--- src/rtl/traffic_light_pkg.sv ---
// Shared types and constants for the four-lamp intersection controller.
// Lamp values are one-hot {red, yellow, green}.
package traffic_light_pkg;

    localparam int unsigned LAMP_W = 3;

    localparam logic [LAMP_W-1:0] RED = 3'b100;
    localparam logic [LAMP_W-1:0] YEL = 3'b010;
    localparam logic [LAMP_W-1:0] GRN = 3'b001;

    localparam int unsigned T_MAIN_DEF = 7;
    localparam int unsigned T_TURN_DEF = 5;
    localparam int unsigned T_SIDE_DEF = 3;
    localparam int unsigned T_YEL_DEF  = 2;

    typedef enum logic [2:0] {
        S1 = 3'd0,
        S2 = 3'd1,
        S3 = 3'd2,
        S4 = 3'd3,
        S5 = 3'd4,
        S6 = 3'd5
    } state_t;

    typedef struct packed {
        logic [LAMP_W-1:0] m1;
        logic [LAMP_W-1:0] m2;
        logic [LAMP_W-1:0] mt;
        logic [LAMP_W-1:0] s;
    } lamps_t;

    function automatic int unsigned max2(input int unsigned a, input int unsigned b);
        return (a > b) ? a : b;
    endfunction

    // Output table row for each phase; illegal encodings show all-red.
    function automatic lamps_t lamp_row(input state_t st);
        lamps_t row;
        row = '{m1: RED, m2: RED, mt: RED, s: RED};
        case (st)
            S1:      row = '{m1: GRN, m2: GRN, mt: RED, s: RED};
            S2:      row = '{m1: GRN, m2: YEL, mt: RED, s: RED};
            S3:      row = '{m1: GRN, m2: RED, mt: GRN, s: RED};
            S4:      row = '{m1: YEL, m2: RED, mt: YEL, s: RED};
            S5:      row = '{m1: RED, m2: RED, mt: RED, s: GRN};
            S6:      row = '{m1: RED, m2: RED, mt: RED, s: YEL};
            default: row = '{m1: RED, m2: RED, mt: RED, s: RED};
        endcase
        return row;
    endfunction

endpackage

--- src/rtl/traffic_light_controller.sv ---
// Six-phase Moore controller for two main roads, a main-road turn lane and a side road.
// Each phase dwells a parameterised number of cycles; lamps decode from the state alone.
module traffic_light_controller
    import traffic_light_pkg::*;
#(
    parameter int unsigned T_MAIN = T_MAIN_DEF,
    parameter int unsigned T_TURN = T_TURN_DEF,
    parameter int unsigned T_SIDE = T_SIDE_DEF,
    parameter int unsigned T_YEL  = T_YEL_DEF
) (
    input  logic              clk,
    input  logic              rst,
    output logic [LAMP_W-1:0] light_M1,
    output logic [LAMP_W-1:0] light_S,
    output logic [LAMP_W-1:0] light_MT,
    output logic [LAMP_W-1:0] light_M2
);

    localparam int unsigned T_MAX = max2(max2(T_MAIN, T_TURN), max2(T_SIDE, T_YEL));
    localparam int unsigned CNT_W = (T_MAX > 1) ? $clog2(T_MAX) : 1;

    localparam logic [CNT_W-1:0] LAST_MAIN = CNT_W'(T_MAIN - 1);
    localparam logic [CNT_W-1:0] LAST_TURN = CNT_W'(T_TURN - 1);
    localparam logic [CNT_W-1:0] LAST_SIDE = CNT_W'(T_SIDE - 1);
    localparam logic [CNT_W-1:0] LAST_YEL  = CNT_W'(T_YEL - 1);

    state_t           state;
    state_t           state_nxt;
    state_t           state_adv;
    logic [CNT_W-1:0] cnt;
    logic [CNT_W-1:0] cnt_nxt;
    logic [CNT_W-1:0] last_cnt;
    logic             illegal;
    lamps_t           lamps;

    // State and dwell counter register.
    always_ff @(posedge clk or posedge rst) begin
        if (rst) begin
            state <= S1;
            cnt   <= '0;
        end else begin
            state <= state_nxt;
            cnt   <= cnt_nxt;
        end
    end

    // Phase duration, successor, and dwell bookkeeping.
    always_comb begin
        state_nxt = S1;
        state_adv = S1;
        cnt_nxt   = '0;
        last_cnt  = '0;
        illegal   = 1'b0;

        case (state)
            S1: begin
                last_cnt  = LAST_MAIN;
                state_adv = S2;
            end
            S2: begin
                last_cnt  = LAST_YEL;
                state_adv = S3;
            end
            S3: begin
                last_cnt  = LAST_TURN;
                state_adv = S4;
            end
            S4: begin
                last_cnt  = LAST_YEL;
                state_adv = S5;
            end
            S5: begin
                last_cnt  = LAST_SIDE;
                state_adv = S6;
            end
            S6: begin
                last_cnt  = LAST_YEL;
                state_adv = S1;
            end
            default: illegal = 1'b1;
        endcase

        // Illegal encodings keep the S1/0 defaults and so recover on the next edge.
        if (!illegal) begin
            if (cnt == last_cnt) begin
                state_nxt = state_adv;
                cnt_nxt   = '0;
            end else begin
                state_nxt = state;
                cnt_nxt   = cnt + CNT_W'(1);
            end
        end
    end

    always_comb begin
        lamps = lamp_row(state);
    end

    assign light_M1 = lamps.m1;
    assign light_M2 = lamps.m2;
    assign light_MT = lamps.mt;
    assign light_S  = lamps.s;

endmodule

--- config.mk ---
export PLATFORM = sky130hd
export DESIGN_NAME = traffic_light_controller
export DESIGN_NICKNAME = d
export VERILOG_FILES = /design/src/rtl/traffic_light_pkg.sv /design/src/rtl/traffic_light_controller.sv
export SDC_FILE = /design/constraint.sdc
export NUM_CORES = 1
export LEC_CHECK = 0
export CAP_MARGIN = 25
export CORE_AREA = 2 2 39 41
export CTS_CLUSTER_SIZE = 20
export DETAILED_ROUTE_END_ITERATION = 10
export DIE_AREA = 0 0 41 43
export MAX_ROUTING_LAYER = met4
export PLACE_DENSITY = 0.6
export SETUP_SLACK_MARGIN = 0.3
export SYNTH_ARGS = -nofsm -noshare
export SYNTH_HDL_FRONTEND = slang
export SYNTH_SLANG_ARGS = --single-unit
--- constraint.sdc ---
create_clock -name clk -period 1.8 [get_ports clk]
set_clock_uncertainty 0.05 [all_clocks]
set_input_delay 0.45 -clock clk [delete_from_list [all_inputs] [get_ports clk]]
set_output_delay 0.45 -clock clk [all_outputs]
set_load 0.01 [all_outputs]
==> run metrics <==
Avg WL per Cell 11.6 um; GR Overflow Total 0; gr usage total 0.133; first-pass GRT wire length 1590 um; latest clock arrival within the worst-skew pair 240 ps; area delta synth->final 51.5%; top post-synthesis cells by area dfrtp_1 (37%), a2111oi_4 (6.7%), nor2_1 (6.4%), nand2b_1 (4.6%), nor4b_1 (4.3%); H-tree depth 1; Startpoint Class flop; VDD IR max 449 uV; largest net degree at the start of global routing 8; Vias/cell 4.62; share of the synthesized area in the top cell type 0.366; die area 0.00176 mm^2; Final Hold Fails 0; Die H 43 um; CTS max path bufs 2; share of cells above drive strength 1 0.532; Non-Filler Instances 78; PD cells 421 mW/mm^2; syn_nets 46; FP Rows 14; I/O Pins 14; Post-route DRC 0; critical path type reg2reg; worst path required time 1860 ps; Port Buf Inserts 13; first-pass iteration count of the detailed router 4; fmax 0.602 GHz; Seq cells post-synth 6; dpl hpwl 641 um; power consumption 262 uW; Starting Density 0.297; CP top delay family compound AO/OA/AOI/OAI gates; register area share after synthesis 0.366; post-route ant nets 0; final wirelength 901 um; Worst Reg-to-Reg Cells 4; Critical Path End Type flop; 1st-iter DRT viols 2; largest stage delay on the critical path 460 ps; DP Cell Count 72; Worst-path clk slew 50 ps; initial antenna violation count 0; Synth Cell Area 410 um^2; area leader, netlist dfrtp_1; total CTS buffers 3; synthesized area per cell 9.54 um^2; Die Wd 41 um; R2R Setup Slk 140 ps; YS warnings 0; CP Max Fanout 4; setup slack after layout 140 ps; Worst path slowest cell a2111oi_4; Synth cell types 25; Tcrit/Tclk final 0.922; Period minus WS final 1660 ps; post-route setup TNS 0 ps; Syn Inst Count 43; CTS root buffer clkbuf_4; RR Endpoint cnt[2]; Final Setup Violations 0; type of the worst min-delay path in2async; clock sink count 6; commonest non-fill, non-tap cells in the layout buf_2 (8), nor2_1 (6), buf_6 (6), buf_4 (6), dfrtp_1 (5); Least-Margin Pin Slew 383 ps; relative slew slack 0.744; nets@finish 67; Lkg Pwr 0.297 nW; Final GP Congestion 0.714; # diodes 0; pre-CTS setup slack 27.1 ps; vias 360; status finished clean; most common cell after layout, fill and taps aside buf_2; Buf/Inv on CP 1; vias in the first global route 375; Max Cap Violations 0; Pins Over Slew Limit 0; start of the worst register-to-register path state[1]; WP data arrival 1720 ps; CTS tree done; crit path cell chain buf_6 > or3b_4 > a2111oi_4 > nor4_1; RSZ-0062 raised after global routing yes; Core ar. 0.00138 mm^2
==> state kept, by name, summed over array words and instances (netlist names) <==
name	flops
cnt	3
state	3
==> worst reg2reg max path, cell delays in order, from the launching register on <==
cell and delay [ps]:
dfrtp_1 420, buf_6 150, or3b_4 370, a2111oi_4 460, nor4_1 90
==> metrics by stage <==
| step | hold WS (ps) | utilization | instance area (um^2) |
|---|---|---|---|
| global route | 416 | 0.449 | 622 |
| global placement | 540 | 0.422 | 584 |
| floorplan | 191 | - | 425 |
| detailed placement | 549 | 0.422 | 584 |
| finish | 367 | 0.449 | 622 |
| CTS | 372 | 0.434 | 601 |
==> worst max-delay path by stage <==
stage | start | to | slack, ps | cells after the start
2_1_floorplan | state[1] | cnt[1] | 310 | 4
3_3_place_gp | state[1] | light_M2[1] | 40 | 3
3_5_place_dp | state[1] | light_M2[0] | 30 | 3
4_1_cts | state[1] | light_M2[0] | 180 | 3
5_1_grt | state[1] | light_M2[0] | 90 | 3
6_report | state[1] | cnt[2] | 140 | 4
==> layout make-up <==
class	count	area (um^2)
tap	16	20.0
multi-input combinational	29	254
fill	143	762
sequential	6	151
timing repair buffer	21	163
clock buffer	3	22.5
inverter	3	11.3
==> timing repair <==
action	in CTS	in global routing
setup endpoints to repair	15	15
hold endpoints to repair	0	0
pin swaps	4	3
setup buffers	3	0
gates resized for setup	54	4
hold buffers	0	0
==> per-layer routing <==
| layer | part of all wire | up-vias | GRT usage |
|---|---|---|---|
| li1 | - | 183 | - |
| met5 | 0 | - | - |
| met2 | 0.49 | 7 | 0.178 |
| met3 | 0.039 | 0 | 0.0314 |
| met1 | 0.47 | 170 | 0.185 |
| met4 | 0 | 0 | 0.0600 |
==> power breakdown <==
part           leakage (nW)  switching (mW)  internal [mW]
Combinational         0.204         0.00266        0.00202
Clock                0.0138          0.0463         0.0753
Sequential           0.0790               0          0.135
==> logic make-up after synthesis <==
family,after synthesis,synth area share
DFF,6,0.366
adders and majority gates,1,0.0305
muxes,1,0.0244
AOI/OAI and AO/OA,7,0.165
buffers and inverters,8,0.0975
and+or+nand+nor,17,0.253
xor gates and xnor gates,3,0.0640
==> synthesized netlist by cell type <==
cell type  instances
buf_4              2
o21ai_1            1
nor4b_1            2
o21a_1             1
inv_1              2
ha_1               1
and4bb_2           1
mux2i_1            1
xnor2_1            2
nand2b_1           3
nor2_1             7
xor2_1             1
clkbuf_1           1
nor3_1             1
inv_2              1
dfrtp_1            6
o21ai_0            1
buf_2              2
a222oi_1           1
or2_1              1
or3b_4             1
a2111oi_4          1
nor4_1             1
a21oi_1            1
a21o_1             1
Power figures use the tool's default switching activity.
==> variant 1 (config.mk and constraints unchanged) <==
The 6 states of `state_t` get a Gray code encoding in 3 bits.
--- a/src/rtl/traffic_light_pkg.sv
+++ b/src/rtl/traffic_light_pkg.sv
@@ -15,10 +15,10 @@
 
     typedef enum logic [2:0] {
-        S1 = 3'd0,
-        S2 = 3'd1,
-        S3 = 3'd2,
-        S4 = 3'd3,
-        S5 = 3'd4,
-        S6 = 3'd5
+        S1 = 3'b000,
+        S2 = 3'b001,
+        S3 = 3'b011,
+        S4 = 3'b010,
+        S5 = 3'b110,
+        S6 = 3'b111
     } state_t;
 
Check against the original RTL: no difference found for any inputs over 10 cycles, from zero or initial values and one cycle with rst high; not proved beyond that.
==> variant 1 against the original RTL <==
Combinational power rose by 3%. Sequential cell count is the same. Setup slack better by 0.061 ns. Non-clock buffer count is 3 higher. Total power decreased by 0.46%. Wire length rose by 28%. Synthesized area is 10% higher. Final area grew 11%. Largest cell class unchanged. Largest power group unchanged.
==> variant 1: results (changes against the original RTL) <==
[outcome]
status=finished clean

[cells_and_area]
non_clock_inverter_count=5  ; +2
area_share_clock_buf_inv_pct=3.27  ; -0.35 points
antenna_cells=0  ; unchanged
multi_input_area_share_pct=42.4  ; +1.5 points
buffers_excl_clock=24  ; +14%
comb.multi_input.count=43  ; +48%
filler_cell_count=141  ; -1.4%
nonClkBufAreaFrac_pct=26.9  ; +0.75 points
ff_latch_area_um2=150  ; -0.83%
clkbuf_count=3  ; unchanged
biggest_registers_after_layout=cnt: 3 flops, state: 3 flops
nets_final=86  ; +28%
dominant-cell-class=multi-input combinational cells
drive_gt1_share_pct=45.7  ; -7.5 points

[setup_path]
path_delay_family=flip-flops
crit_slowest_cell=sky130_fd_sc_hd__dfrtp_1
critical_path.max_stage_delay_ns=0.39  ; -0.07 ns
worst_path_max_fanout=3  ; -1
arrival_ns=1.10  ; -0.62 ns

[logic_synthesis]
synthDistinctLibCells=27  ; +8.0%
synth_top_cells_by_count=sky130_fd_sc_hd__nor2_1 (11), sky130_fd_sc_hd__a21oi_1 (6), sky130_fd_sc_hd__dfrtp_1 (6), sky130_fd_sc_hd__inv_1 (5)
synth.yosys.seq_area_share_pct=33.1  ; -3.4 points
yosys_register_bits=6  ; unchanged
synth_top_cells_by_area=sky130_fd_sc_hd__dfrtp_1 (33%), sky130_fd_sc_hd__nor2_1 (9.1%), sky130_fd_sc_hd__a21oi_1 (6.6%)
synth_nets=63  ; +37%
postSynth.asyncResetShare_pct=100  ; unchanged
ys_warn_count=0  ; unchanged

[placement]
routabilityCongestion=0.763  ; +6.9%
dpl.hpwl_um=840  ; +31%
buffer_ports.inserted=13  ; unchanged

[cts]
ctsResizeCount=54  ; unchanged
clock_path_buffers=2  ; unchanged
post_cts_setup_buffer_count=3  ; unchanged
clock-root-buffer=sky130_fd_sc_hd__clkbuf_4
htree_num_levels=1  ; unchanged
clk_pin_slew_worst_paths_ns=0.04
worst_skew_pair.late_latency_ns=0.24  ; about the same

[timing]
worst_pin_slew_ns=0.309  ; -0.0747 ns

[pwr]
leakage_power_of_the_design_nw=0.347  ; +17%
ir_drop_mv=0.187  ; -58%

[route]
finalWirelength_mm=1.15  ; +28%
drt_first_iter_violations=11  ; +9
first_drt_pass_iteration_count=5  ; +1
vias_per_cell=5.18  ; +12%

[grt]
grt_start_max_net_pins=11  ; +3
grtUsageTotal_pct=16.0  ; +2.7 points
grt_antenna_before_repair=0  ; unchanged
number_of_global_route_vias_before_repair=476  ; +27%
grt_pass1_wl_mm=1.81  ; +14%

[worst_hold_path]
min-delay-path-class=in -> async

## variant 1: changes by cell type after synthesis, sizes merged, moves of 2 or more
cell,change
xnor2,-2
o211a,+2
inv,+2
nor4b,-2
nand2,+3
a21oi,+5
nor2,+4
nor3,+2
nor2b,+2
clkbuf,+2
## variant 1: worst paths after layout
| kind | depth (start not counted) | to | startpoint | slack [ns] |
|---|---|---|---|---|
| max | 3 | light_M2[1] | state[1] | 0.20 |
| min | 2 | cnt[1] | rst | 0.38 |
| max reg2reg | 4 | cnt[0] | state[0] | 0.37 |
| min reg2reg | 2 | cnt[2] | cnt[2] | 0.66 |
| max in group asynchronous | 2 | state[1] | rst | 1.12 |
| min in group clk | 2 | cnt[2] | cnt[2] | 0.66 |
## variant 1: metrics by stage
step	hold slack [ns]	setup slack [ns]	TNS [ns]	instance area [µm²]	instances
floorplan	0.191	0.294	0	457	60
global placement	0.532	0.00342	0	633	91
detailed placement	0.549	-0.00949	-0.0166	633	91
CTS	0.381	0.191	0	643	97
global route	0.400	0.141	0	688	97
finish	0.383	0.201	0	688	97
## variant 1: routing by layer
metal	up-vias	global-route usage, %	part of all wire, %
li1	247	-	-
met1	227	15.5	37
met2	24	25.0	52
met3	4	4.19	9.5
met4	0	12.7	1.6
met5	-	-	0
## variant 1: power by group
group / leakage [nW] / switching, mW / internal (mW)
combinational: 0.254 / 0.00280 / 0.00204
sequential: 0.0793 / 0 / 0.135
clock: 0.0138 / 0.0449 / 0.0752
total: 0.347 / 0.0477 / 0.213
## variant 1: logic make-up (layout without fill, tap and decap cells)
logic type                 after synthesis  count (layout)  synth area share [%]
AOI/OAI and AO/OA                       16              16                  23.2
DFF                                      6               6                  33.1
buffers and inverters                   11              32                  11.3
adders and majority gates                1               1                  2.76
and+or+nand+nor                         26              26                  29.6
==> variant 2 (same flow settings) <==
Made on the original files. The package constant `T_TURN_DEF` goes from 5 to 10.
--- a/src/rtl/traffic_light_pkg.sv
+++ b/src/rtl/traffic_light_pkg.sv
@@ -10,5 +10,5 @@
 
     localparam int unsigned T_MAIN_DEF = 7;
-    localparam int unsigned T_TURN_DEF = 5;
+    localparam int unsigned T_TURN_DEF = 10;
     localparam int unsigned T_SIDE_DEF = 3;
     localparam int unsigned T_YEL_DEF  = 2;
Formal check against the unedited RTL: no difference found for any inputs over 10 cycles, from zero or initial values and one cycle with rst high; that may be too few to reach the edited logic, so the function may still have changed.
==> variant 2 against the original RTL <==
The flow now finishes with violations (negative setup slack). Sequential cell count increased by 1. Clock power grew 32%. Final area is 36% higher. Sequential share of layout area shrank 3.4 points. Synthesized area rose by 23%. Wire length up 64%. Total power is 24% higher. Setup slack got worse by 0.20 ns. Critical path type unchanged. Largest power group is now the clock network.
==> variant 2: results (changes against the original RTL) <==
[grt]
grt_pass1_wl_mm=2.33  ; +47%
grtUsageTotal_pct=20.4  ; +7.1 points
grt_start_max_net_pins=9  ; +1
grt_antenna_before_repair=0  ; unchanged
number_of_global_route_vias_before_repair=541  ; +44%

[logic_synthesis]
synth.yosys.seq_area_share_pct=34.6  ; -2.0 points
synth_top_cells_by_area=sky130_fd_sc_hd__dfrtp_1 (35%), sky130_fd_sc_hd__nor2_1 (7.4%), sky130_fd_sc_hd__nand2_1 (5.2%)
synthDistinctLibCells=28  ; +12%
ys_warn_count=0  ; unchanged
synth_top_cells_by_count=sky130_fd_sc_hd__nor2_1 (10), sky130_fd_sc_hd__dfrtp_1 (7), sky130_fd_sc_hd__nand2_1 (7), sky130_fd_sc_hd__inv_1 (6), sky130_fd_sc_hd__clkbuf_1 (4)
synth_nets=67  ; +46%
postSynth.asyncResetShare_pct=100  ; unchanged
yosys_most_used_dff=sky130_fd_sc_hd__dfrtp_1

[pwr]
ir_drop_mv=0.308  ; -31%
leakage_power_of_the_design_nw=0.409  ; +37%

[setup_path]
worst_path_max_fanout=4  ; unchanged
crit_slowest_cell=sky130_fd_sc_hd__dfrtp_2
critical_path.max_stage_delay_ns=0.44  ; -0.02 ns
arrival_ns=1.99  ; +0.27 ns
path_delay_family=compound AO/OA/AOI/OAI gates

[cts]
cts-buffers-inserted=3  ; unchanged
clk_pin_slew_worst_paths_ns=0.07  ; +0.02 ns
htree_num_levels=1  ; unchanged
worst_skew_pair.late_latency_ns=0.27  ; +0.03 ns
clock-root-buffer=sky130_fd_sc_hd__clkbuf_4
clock_path_buffers=2  ; unchanged

[placement]
preCtsSetupSlack_ns=-0.0648  ; -0.0919 ns
buffer_ports.inserted=13  ; unchanged
routabilityCongestion=0.816  ; +14%
dpl.hpwl_mm=1.00  ; +57%

[route]
drt_first_iter_violations=14  ; +12
first_drt_pass_iteration_count=5  ; +1
dr_total_vias=569  ; +58%
drt-wirelength-per-cell_um=13.7  ; +19%

[cells_and_area]
nets_final=96  ; +43%
biggest_registers_after_layout=cnt: 4 flops, state: 3 flops
filler_cell_count=115  ; -20%
drive_gt1_share_pct=51.1  ; -2.1 points
antenna_cells=0  ; unchanged

[flow_run]
max_cap_viol_count=0  ; unchanged

[outcome]
status=finished, violations left
failed_checks=negative setup slack

[timing]
worst_setup_margin_ns=-0.0565  ; -0.196 ns
endpoints_failing_setup=2  ; +2
setup_tns_ns=-0.113  ; -0.113 ns
timing.slew.headroom_pct=78.5  ; +4.1 points

[worst_hold_path]
min-delay-path-class=in -> async

-- variant 2: logic make-up after synthesis --
kind of cell / Yosys count / synth area share [%]
simple gates: 27 / 24.7
buf+inv: 12 / 9.87
xor+xnor: 2 / 3.46
mux: 2 / 3.95
flops: 7 / 34.6
fa+ha+maj: 1 / 2.47
compound gates: 13 / 21.0
-- variant 2: what timing repair did --
action,CTS,global route
gates resized for setup,70,3
setup endpoints to repair,18,18
pin swaps,3,0
cloned,0,0
buffers inserted,5,0
-- variant 2: worst paths after layout --
| kind | start | endpoint | slack, ns | depth (start not counted) |
|---|---|---|---|---|
| min in group clk | cnt[0] | cnt[0] | 0.51 | 1 |
| min reg2reg | cnt[0] | cnt[0] | 0.51 | 1 |
| min | rst | cnt[2] | 0.36 | 2 |
| max in group asynchronous | rst | state[1] | 1.09 | 2 |
| max reg2reg | state[0] | state[2] | -0.06 | 4 |
| max | state[0] | state[2] | -0.06 | 4 |
-- variant 2: power breakdown --
group	internal [mW]	total, mW	leakage, nW	switching (mW)
Clock	0.0856	0.161	0.0150	0.0754
Combinational	0.00203	0.00532	0.308	0.00330
Sequential	0.157	0.157	0.0852	0
Total	0.245	0.324	0.409	0.0787
-- variant 2: final cells by class --
cell class                      instances  area (µm²)  share of cell area (%)
Clock buffer                            4        26.3                    3.10
Sequential cell                         7         178                    21.0
Inverter                                6        25.0                    2.95
Multi-Input combinational cell         45         332                    39.1
Tap cell                               16        20.0                    2.36
Timing Repair Buffer                   30         267                    31.5
-- variant 2: routing by layer --
| metal | global-route usage (%) | part of all wire (%) | wire [µm] |
|---|---|---|---|
| met5 | - | 0 | 0 |
| met4 | 10.0 | 0.81 | 12 |
| met3 | 4.71 | 8.0 | 119 |
| met2 | 33.4 | 51 | 751 |
| met1 | 21.5 | 40 | 600 |
-- variant 2: through the flow --
step                      instances  cell area, µm²
after floorplan                  64             528
after global placement           99             741
after detailed placement         99             741
after CTS                       108             838
after global routing            108             847
final                           108             847
